### config.mk
export PLATFORM = sky130hd
export DESIGN_NAME = execute_md
export DESIGN_NICKNAME = d
export VERILOG_FILES = /design/src/rtl/execute_md.sv
export SDC_FILE = /design/constraint.sdc
export NUM_CORES = 2
export LEC_CHECK = 0
export ABC_CLOCK_PERIOD_IN_PS = 24500
export BUFFER_PORTS_ARGS = -buffer_cell sky130_fd_sc_hd__buf_2
export CELL_PAD_IN_SITES_DETAIL_PLACEMENT = 1
export CELL_PAD_IN_SITES_GLOBAL_PLACEMENT = 2
export CORE_UTILIZATION = 38
export DETAILED_ROUTE_END_ITERATION = 8
export GPL_TIMING_DRIVEN = 0
export PLACE_DENSITY = 0.95
export SLEW_MARGIN = 20
export SYNTH_ARGS = -nofsm -noshare
export SYNTH_HDL_FRONTEND = slang
export SYNTH_SLANG_ARGS = --single-unit
### constraint.sdc
create_clock -name clk -period 24.5 [get_ports clk]
set_clock_uncertainty 0.15 [all_clocks]
set_input_delay 3.675 -clock clk [delete_from_list [all_inputs] [get_ports clk]]
set_output_delay 3.675 -clock clk [all_outputs]
set_load 0.01 [all_outputs]
### src/rtl/execute_md.sv
// Execute stage of the RISC-V core: D->E pipeline register, operand forwarding, ALU and an
// iterative M-extension multiply/divide unit. Build option MULDIV_FAST_EN lets trivial M-ops skip iteration.
module execute_md #(
    parameter int XLEN = 32
) (
    input  logic            clk,
    input  logic            rst,
    input  logic            stall_e,
    input  logic            flush_e,
    input  logic            rd_write_d,
    input  logic            mem_write_d,
    input  logic [1:0]      rd_write_src_d,
    input  logic [2:0]      alu_op_d,
    input  logic            md_en_d,
    input  logic [2:0]      md_op_d,
    input  logic            alu_src_a_d,
    input  logic            alu_src_b_d,
    input  logic [4:0]      rd_d,
    input  logic [4:0]      rs1_d,
    input  logic [4:0]      rs2_d,
    input  logic [XLEN-1:0] imm_d,
    input  logic [XLEN-1:0] pc_d,
    input  logic [XLEN-1:0] rs1_data_d,
    input  logic [XLEN-1:0] rs2_data_d,
    input  logic [1:0]      forwarding_rs1_e,
    input  logic [1:0]      forwarding_rs2_e,
    input  logic [XLEN-1:0] alu_res_m,
    input  logic [XLEN-1:0] rd_data_w,
    output logic            rd_write_e,
    output logic            mem_write_e,
    output logic [1:0]      rd_write_src_e,
    output logic [4:0]      rd_e,
    output logic [4:0]      rs1_e,
    output logic [4:0]      rs2_e,
    output logic [XLEN-1:0] pc_e,
    output logic [XLEN-1:0] alu_res_e,
    output logic [XLEN-1:0] mem_data_e,
    output logic            md_busy_e
);
    localparam int SHW   = (XLEN == 64) ? 6 : 5;
    localparam int CNT_W = $clog2(XLEN);
    localparam logic [XLEN-1:0] MOST_NEG = {1'b1, {(XLEN-1){1'b0}}};

    typedef enum logic [1:0] {
        MD_IDLE = 2'b00,
        MD_BUSY = 2'b01,
        MD_DONE = 2'b10
    } md_state_t;

    logic            md_en_e;
    logic [2:0]      md_op_e;
    logic [2:0]      alu_op_e;
    logic            alu_src_a_e;
    logic            alu_src_b_e;
    logic [XLEN-1:0] imm_e;
    logic [XLEN-1:0] rs1_data_e;
    logic [XLEN-1:0] rs2_data_e;

    logic [XLEN-1:0] fwd_a_s;
    logic [XLEN-1:0] fwd_b_s;
    logic [XLEN-1:0] op_a_s;
    logic [XLEN-1:0] op_b_s;
    logic [SHW-1:0]  shamt_s;
    logic [XLEN-1:0] alu_out_s;

    md_state_t         state_r;
    md_state_t         state_s;
    logic [CNT_W-1:0]  cnt_r;
    logic [2*XLEN-1:0] prod_r;
    logic [XLEN-1:0]   mcand_r;
    logic [2:0]        mop_r;
    logic              neg_r;
    logic              rneg_r;
    logic              dz_r;
    logic              ovf_r;
    logic [XLEN-1:0]   dvd_r;

    logic              a_sgn_s;
    logic              b_sgn_s;
    logic              a_neg_s;
    logic              b_neg_s;
    logic [XLEN-1:0]   a_mag_s;
    logic [XLEN-1:0]   b_mag_s;
    logic              is_div_s;
    logic              div_zero_s;
    logic              div_ovf_s;
    logic              fast_hit_s;
    logic [XLEN:0]     mul_sum_s;
    logic [XLEN:0]     div_sh_s;
    logic [XLEN-1:0]   div_sub_s;
    logic              div_ge_s;
    logic [2*XLEN-1:0] step_s;
    logic [2*XLEN-1:0] prod_fix_s;
    logic [XLEN-1:0]   quo_s;
    logic [XLEN-1:0]   rem_s;
    logic [XLEN-1:0]   md_res_s;

    // D->E pipeline register; flush wins over stall
    always_ff @(posedge clk) begin
        if (rst || flush_e) begin
            rd_write_e     <= 1'b0;
            mem_write_e    <= 1'b0;
            rd_write_src_e <= 2'b00;
            alu_op_e       <= 3'b000;
            md_en_e        <= 1'b0;
            md_op_e        <= 3'b000;
            alu_src_a_e    <= 1'b0;
            alu_src_b_e    <= 1'b0;
            rd_e           <= 5'd0;
            rs1_e          <= 5'd0;
            rs2_e          <= 5'd0;
            imm_e          <= '0;
            pc_e           <= '0;
            rs1_data_e     <= '0;
            rs2_data_e     <= '0;
        end else if (!stall_e) begin
            rd_write_e     <= rd_write_d;
            mem_write_e    <= mem_write_d;
            rd_write_src_e <= rd_write_src_d;
            alu_op_e       <= alu_op_d;
            md_en_e        <= md_en_d;
            md_op_e        <= md_op_d;
            alu_src_a_e    <= alu_src_a_d;
            alu_src_b_e    <= alu_src_b_d;
            rd_e           <= rd_d;
            rs1_e          <= rs1_d;
            rs2_e          <= rs2_d;
            imm_e          <= imm_d;
            pc_e           <= pc_d;
            rs1_data_e     <= rs1_data_d;
            rs2_data_e     <= rs2_data_d;
        end
    end

    // Operand forwarding muxes
    always_comb begin
        fwd_a_s = rs1_data_e;
        fwd_b_s = rs2_data_e;
        case (forwarding_rs1_e)
            2'b01:   fwd_a_s = rd_data_w;
            2'b10:   fwd_a_s = alu_res_m;
            default: fwd_a_s = rs1_data_e;
        endcase
        case (forwarding_rs2_e)
            2'b01:   fwd_b_s = rd_data_w;
            2'b10:   fwd_b_s = alu_res_m;
            default: fwd_b_s = rs2_data_e;
        endcase
    end

    assign op_a_s     = alu_src_a_e ? pc_e : fwd_a_s;
    assign op_b_s     = alu_src_b_e ? imm_e : fwd_b_s;
    assign shamt_s    = op_b_s[SHW-1:0];
    assign mem_data_e = fwd_b_s;

    // ALU
    always_comb begin
        alu_out_s = '0;
        case (alu_op_e)
            3'b000:  alu_out_s = op_a_s + op_b_s;
            3'b001:  alu_out_s = op_a_s - op_b_s;
            3'b010:  alu_out_s = op_a_s & op_b_s;
            3'b011:  alu_out_s = op_a_s | op_b_s;
            3'b100:  alu_out_s = op_a_s ^ op_b_s;
            3'b101:  alu_out_s = op_a_s << shamt_s;
            3'b110:  alu_out_s = op_a_s >> shamt_s;
            3'b111:  alu_out_s = $unsigned($signed(op_a_s) >>> shamt_s);
            default: alu_out_s = '0;
        endcase
    end

    // Operand signedness per funct3
    always_comb begin
        a_sgn_s = 1'b0;
        b_sgn_s = 1'b0;
        case (md_op_e)
            3'b001, 3'b100, 3'b110: begin
                a_sgn_s = 1'b1;
                b_sgn_s = 1'b1;
            end
            3'b010:  a_sgn_s = 1'b1;
            default: begin
                a_sgn_s = 1'b0;
                b_sgn_s = 1'b0;
            end
        endcase
    end

    assign a_neg_s    = a_sgn_s & fwd_a_s[XLEN-1];
    assign b_neg_s    = b_sgn_s & fwd_b_s[XLEN-1];
    assign a_mag_s    = a_neg_s ? -fwd_a_s : fwd_a_s;
    assign b_mag_s    = b_neg_s ? -fwd_b_s : fwd_b_s;
    assign is_div_s   = md_op_e[2];
    assign div_zero_s = is_div_s & (fwd_b_s == '0);
    assign div_ovf_s  = is_div_s & a_sgn_s & (fwd_a_s == MOST_NEG) & (fwd_b_s == '1);

`ifdef MULDIV_FAST_EN
    logic mul_zero_s;
    assign mul_zero_s = !is_div_s & ((fwd_a_s == '0) | (fwd_b_s == '0));
    assign fast_hit_s = div_zero_s | div_ovf_s | mul_zero_s;
`else
    assign fast_hit_s = 1'b0;
`endif

    // One radix-2 step: shift-add multiply or restoring divide sharing prod_r {hi, lo}
    always_comb begin
        mul_sum_s = {1'b0, prod_r[2*XLEN-1:XLEN]} + {1'b0, mcand_r & {XLEN{prod_r[0]}}};
        div_sh_s  = {prod_r[2*XLEN-1:XLEN], prod_r[XLEN-1]};
        div_ge_s  = (div_sh_s >= {1'b0, mcand_r});
        div_sub_s = div_sh_s[XLEN-1:0] - mcand_r;
        if (mop_r[2]) begin
            step_s = {(div_ge_s ? div_sub_s : div_sh_s[XLEN-1:0]), prod_r[XLEN-2:0], div_ge_s};
        end else begin
            step_s = {mul_sum_s, prod_r[XLEN-1:1]};
        end
    end

    // Apply signs and the divide corner cases to the magnitude result
    always_comb begin
        prod_fix_s = neg_r ? -prod_r : prod_r;
        quo_s      = neg_r ? -prod_r[XLEN-1:0] : prod_r[XLEN-1:0];
        rem_s      = rneg_r ? -prod_r[2*XLEN-1:XLEN] : prod_r[2*XLEN-1:XLEN];
        md_res_s   = '0;
        case (mop_r)
            3'b000:                 md_res_s = prod_fix_s[XLEN-1:0];
            3'b001, 3'b010, 3'b011: md_res_s = prod_fix_s[2*XLEN-1:XLEN];
            3'b100, 3'b101:         md_res_s = dz_r ? '1 : (ovf_r ? dvd_r : quo_s);
            3'b110, 3'b111:         md_res_s = dz_r ? dvd_r : (ovf_r ? '0 : rem_s);
            default:                md_res_s = '0;
        endcase
    end

    // M FSM state register
    always_ff @(posedge clk) begin
        if (rst || flush_e) begin
            state_r <= MD_IDLE;
        end else begin
            state_r <= state_s;
        end
    end

    // M FSM next state and busy flag
    always_comb begin
        state_s   = state_r;
        md_busy_e = 1'b0;
        case (state_r)
            MD_IDLE: begin
                md_busy_e = md_en_e;
                if (md_en_e) begin
                    state_s = fast_hit_s ? MD_DONE : MD_BUSY;
                end else begin
                    state_s = MD_IDLE;
                end
            end
            MD_BUSY: begin
                md_busy_e = 1'b1;
                if (cnt_r == '0) begin
                    state_s = MD_DONE;
                end else begin
                    state_s = MD_BUSY;
                end
            end
            MD_DONE: begin
                if (!stall_e) begin
                    state_s = MD_IDLE;
                end else begin
                    state_s = MD_DONE;
                end
            end
            default: state_s = MD_IDLE;
        endcase
    end

    // M datapath: capture operands in IDLE, iterate in BUSY, hold otherwise
    always_ff @(posedge clk) begin
        if (rst || flush_e) begin
            cnt_r   <= '0;
            prod_r  <= '0;
            mcand_r <= '0;
            mop_r   <= 3'b000;
            neg_r   <= 1'b0;
            rneg_r  <= 1'b0;
            dz_r    <= 1'b0;
            ovf_r   <= 1'b0;
            dvd_r   <= '0;
        end else if ((state_r == MD_IDLE) && md_en_e) begin
            cnt_r   <= CNT_W'(XLEN-1);
            prod_r  <= fast_hit_s ? '0 : {{XLEN{1'b0}}, (is_div_s ? a_mag_s : b_mag_s)};
            mcand_r <= is_div_s ? b_mag_s : a_mag_s;
            mop_r   <= md_op_e;
            neg_r   <= a_neg_s ^ b_neg_s;
            rneg_r  <= a_neg_s;
            dz_r    <= div_zero_s;
            ovf_r   <= div_ovf_s;
            dvd_r   <= fwd_a_s;
        end else if (state_r == MD_BUSY) begin
            prod_r <= step_s;
            cnt_r  <= cnt_r - CNT_W'(1);
        end
    end

    assign alu_res_e = (state_r == MD_DONE) ? md_res_s : alu_out_s;

endmodule
### After elaboration in Yosys (flattened, before gate mapping)

Index checks and enable logic that the tools add are counted.

* bits in registers: 298
* latch bits: 0
* bits in writable memories: 0
* ROM bits: 0
* input bits: 228
* output and inout port bits: 116
* logic and storage cells: 122
* memories: 0

* add/sub/neg operators: 10
* multiply operators: 0
* divide/modulo/power cells: 0
* $lt $le $gt $ge: 1
* equality and inequality tests: 26
* shift operators: 3
* mux-type cells: 31
* bitwise logic cells: 11
* reduce and logical (&&, ||, !) cells: 14

Operator list (count)
* 2-to-1 mux 32 bit: 16
* one-hot mux 32 bit (8 select lines): 1
* 2-to-1 mux 64 bit: 2
* negation 32 bit: 4
* one-hot mux 32 bit (2 select lines): 2
* one-hot mux 32 bit (4 select lines): 1
* AND 32 bit: 2
* equality test 32 bit, second input constant: 2
* negation 64 bit: 1
* subtractor 32 bit: 2
* adder 32 x 32 -> 33 bit: 1
* >= comparator 33 x 32 -> 1 bit: 1
* adder 32 bit: 1
* zero test 32 bit: 1
* OR 32 bit: 1
* << shifter 32 x 5 -> 32 bit: 1
* right shift 32 x 5 -> 32 bit: 1
* >>> shifter 32 x 5 -> 32 bit: 1
* XOR 32 bit: 1
* equality test 3 bit, second input constant: 10
* equality test 3 x 2 -> 1 bit, second input constant: 5
* 2-to-1 mux 5 bit: 2
* equality test 3 x 1 -> 1 bit, second input constant: 3
* AND 1 bit: 6
* 17 further kinds: 28

### Logic depth before layout (Yosys ltp)

* depth after elaboration: 7
* mapped depth: 30
* gate-level depth less buffers: 25

### Worst setup path after synthesis

No wires, ideal clock.

* path kind: input to output
* from: in forwarding_rs2_e[0]
* to: out alu_res_e[31]
* arrival time: 9293 ps
* required time: 20675 ps
* slack: 11382 ps
* stages: 29
* path buffers: 5
* cell sequence: inv_1 > ha_1 > buf_2 > a221oi_1 > or2_1 > buf_2 > inv_2 > a21boi_2 > buf_4 > buf_4 > buf_2 > ha_1 > nand4_1 > nor2_1 > o21a_1 > nand2_1 > o31ai_1 > xnor2_1 > ha_1 > a21o_1 > a21o_1 > a21o_1 > nor4_1 > a211oi_1 > a221oi_1 > o21ai_1 > a221o_1 > or3_1 > nand3_1

* longest elaborated chain between the ends: 6
* elaborated cells between the ends (all ways): 14
* classes of those cells: add/sub (2); eq/ne (2); shift (3); mux (4); bitwise (3)

RTL lines
* start, declared: line 26 `input logic [1:0] forwarding_rs2_e,`
* equality test 2 bit / equality test 2 x 1 -> 1 bit (equally long branches): line 144 `case (forwarding_rs2_e)`
* one-hot mux 32 bit (2 select lines) *: line 144
* net mem_data_e[1]: line 37 `output logic [XLEN-1:0] mem_data_e,`
* 2-to-1 mux 32 bit *: line 152 `assign op_b_s = alu_src_b_e ? imm_e : fwd_b_s;`
* subtractor 32 bit, or another cell as far along: line 161 `3'b001: alu_out_s = op_a_s - op_b_s;`
* one-hot mux 32 bit (8 select lines) *: line 159 `case (alu_op_e)`
* 2-to-1 mux 32 bit *: line 302 `assign alu_res_e = (state_r == MD_DONE) ? md_res_s : alu_out_s;`
* end, declared: line 36 `output logic [XLEN-1:0] alu_res_e,`

The timed path passes the listed nets; every way through them passes the cells marked *.

### Final worst setup path

* from: in forwarding_rs2_e[0]
* to: out alu_res_e[30]

* longest elaborated chain between the ends: 6
* elaborated cells between the ends (all ways): 14
* classes of those cells: add/sub (2); eq/ne (2); shift (3); mux (4); bitwise (3)

RTL lines (line)
* equality test 2 bit / equality test 2 x 1 -> 1 bit (equally long branches): 144
* one-hot mux 32 bit (2 select lines) *: 144
* 2-to-1 mux 32 bit *: 152
* subtractor 32 bit, or another cell as far along: 161
* one-hot mux 32 bit (8 select lines) *: 159
* 2-to-1 mux 32 bit *: 302

Mark *: on every way between the ends. The rest lies on a longest branch, timed or not.

==> metrics <==
# IOs 344; Avg Vias per Cell 6.56; Yosys cell types 99; Max-Cap Viols 0; Sink Count 298; HPWL Detailed 159 mm; Synth Flop Type dfxtp_1; syn_area_per_cell 7.24 um^2; maximum vdd drop 0.0574 mV; drt total wl 196 mm; FF+latch count, synth 298; final slew viol count 0; vias in the first global route 36000; CTS buffer count 39; largest fanout on the critical path 11; core area 80400 um^2; share of cells above drive strength 1 12.9%; Post-route DRC 0; Sw Ratio 44.9%; Gate power share 45.1%; Port Buffers 342; wire length per cell after detailed routing 34.1 um; worst hold path class reg -> reg; asr flop ratio synth 0%; Final #Nets 5044; Post-synth top cells nor2_1, nand2_1, mux2i_1, o21ai_0, dfxtp_1; Min-Delay Endpoint mcand_r[5]; startpoint types input pin; initial core utilization 38.3%; CTS clock-pin slew for the worst setup and hold paths 60 ps; CP peak stage delay 880 ps; max frequency 63.4 MHz; die footprint 82300 um^2; Final period util 64.3%; drt first pass iters 5; Synth area leaders dfxtp_1, mux2i_1, ha_1; post_cts resized 0; footprint of the multi-input gates 22900 um^2; initial antenna violation count 15; RR Startpoint prod_r[0]; final setup margin 8740 ps; Worst slew margin 5.26%; placement row count 104; root buf cell clkbuf_16; Flop pwr share 23.8%; Psw 963 uW; gp weighted congestion 1.07; Internal Power 1.18 mW; count leader, synth nor2_1; Clock Path Buffers 3; total area of sequential cells 5970 um^2; fillers 10300; hold buffer count at cts 0; Clock power frac 31.2%; vias 37600; synth-to-layout area growth 14.8%; Setup violations, final 0; largest net degree at the start of global routing 13; worst skew pair latency 600 ps; Fin Setup TNS 0 ps; Worst Min Path Start mcand_r[5]; die height 287 um; Seq/Total Area, Yosys 19.4%; worst reg2reg endpoint prod_r[60]; synth warn 0; Worst path most repeated cell buf_2; Setup WS pre-CTS 9090 ps; Worst R2R Setup Slack 19820 ps; Crit Path Class in -> out; Die W 287 um; Initial DRC Count 4569; CP Capture Type output pin; mapped cell area 30800 um^2; Final min period 15760 ps; setup repair bufs after CTS 0; CTS H-tree depth 2; Mapped Nets 4657; status finished, final reports clean; Least-Margin Pin Slew 1420 ps; required time of the critical path 20670 ps; crit path DAT 11940 ps; CTS tree yes; FF-to-FF path depth 14; Mapped Cells 4255; hold path depth 2; unrepaired setup endpoints after global routing no; share of the synthesized area in the top cell type 19.4%; final hold viol count 0; first-pass GRT wire length 270 mm; top cell type by total area after synthesis dfxtp_1; CP max stage cell a2111oi_1; Pleak 15.2 nW; grt ovf 0; post-route ant nets 0; GR Util All Layers 45.7%; number of synthesized flops with an enable pin 0; PwrDens 60.5 nW/um^2
-- worst max-delay path, delay by kind of cell --
| family | cells | cell delay [ps] |
|---|---|---|
| buffers and inverters | 9 | 1740 |
| muxes | 1 | 240 |
| xor gates and xnor gates | 1 | 150 |
| AOI/OAI and AO/OA | 12 | 4440 |
| adders and majority gates | 3 | 870 |
| and+or+nand+nor | 4 | 790 |
-- registers in the layout, indices dropped and copies added, names as in the netlist, 2 cells and up --
signal / count
dvd_r: 32
pc_e: 32
prod_r: 64
rs1_data_e: 32
state_r: 2
rd_e: 5
mcand_r: 32
mop_r: 3
rs2_data_e: 32
rs1_e: 5
alu_op_e: 3
md_op_e: 3
cnt_r: 5
rd_write_src_e: 2
imm_e: 32
rs2_e: 5
-- final cells by class --
cell class	instances	share of cell area (%)
Antenna cell	6	0.0424
Buffer	329	3.80
Inverter	170	1.80
Timing Repair Buffer	346	4.92
Sequential cell	298	16.9
Clock inverter	24	1.14
Clock buffer	47	2.98
Multi-Input combinational cell	3458	64.7
Tap cell	1060	3.75
-- worst max-delay path by stage --
stage                             start             to  slack, ps  depth (start not counted)
floorplan           forwarding_rs2_e[0]  alu_res_e[31]      11380                         29
global placement    forwarding_rs2_e[0]  alu_res_e[30]       8810                         30
detailed placement  forwarding_rs2_e[0]  alu_res_e[27]       9090                         31
CTS                 forwarding_rs2_e[0]  alu_res_e[27]       9080                         31
global route        forwarding_rs2_e[0]  alu_res_e[30]       8640                         30
finish              forwarding_rs2_e[0]  alu_res_e[30]       8740                         30
-- power by group through the flow --
stage	registers [mW]	clock network, mW	logic [mW]
after floorplan	0.513	0	0.514
after global placement	0.518	0	0.908
after detailed placement	0.519	0	0.909
after CTS	0.508	0.668	0.914
after global routing	0.509	0.687	0.986
final	0.509	0.668	0.966
-- placed cells by master (no fill, tap or decap), types with 62 or more instances in the layout --
| master | synthesis | routed |
|---|---|---|
| nor2_1 | 556 | 556 |
| buf_2 | 51 | 395 |
| nand2_1 | 377 | 377 |
| mux2i_1 | 304 | 304 |
| dfxtp_1 | 298 | 298 |
| o21ai_0 | 301 | 297 |
| a21oi_1 | 284 | 284 |
| clkbuf_1 | 232 | 232 |
| ha_1 | 171 | 171 |
| inv_1 | 163 | 163 |
| xnor2_1 | 145 | 145 |
| xor2_1 | 109 | 109 |
| a22oi_1 | 77 | 77 |
| nor3_1 | 74 | 74 |
| nand2b_1 | 66 | 66 |
| a211oi_1 | 62 | 62 |
-- layer usage --
metal / vias to the layer above / share of wire [%] / GRT usage [%] / routed length (um)
li1: 16100 / - / - / -
met1: 18600 / 40 / 59.2 / 79000
met2: 2363 / 41 / 66.7 / 80400
met3: 564 / 11 / 12.6 / 21900
met4: 18 / 7.4 / 28.9 / 14400
met5: - / 0.069 / 0 / 136
-- kinds of logic after synthesis --
| group | after synthesis | share of synthesized area [%] |
|---|---|---|
| simple gates | 1373 | 20.4 |
| mux | 357 | 11.8 |
| xor+xnor | 254 | 7.22 |
| buf+inv | 499 | 6.42 |
| flops | 298 | 19.4 |
| fa+ha+maj | 174 | 7.14 |
| compound gates | 1300 | 27.6 |
-- metrics by stage --
step                instance area [um^2]  total power [mW]  hold slack [ps]  instances  utilization, %
floorplan                          30800              1.03              282       4255               -
global placement                   33900              1.43              291       5657            42.1
detailed placement                 33900              1.43              296       5661            42.2
CTS                                35400              2.09              304       5732            44.0
global route                       35400              2.18              330       5735            44.0
finish                             35400              2.14              303       5738            44.0
No activity file was read; power rests on OpenSTA's default activity.
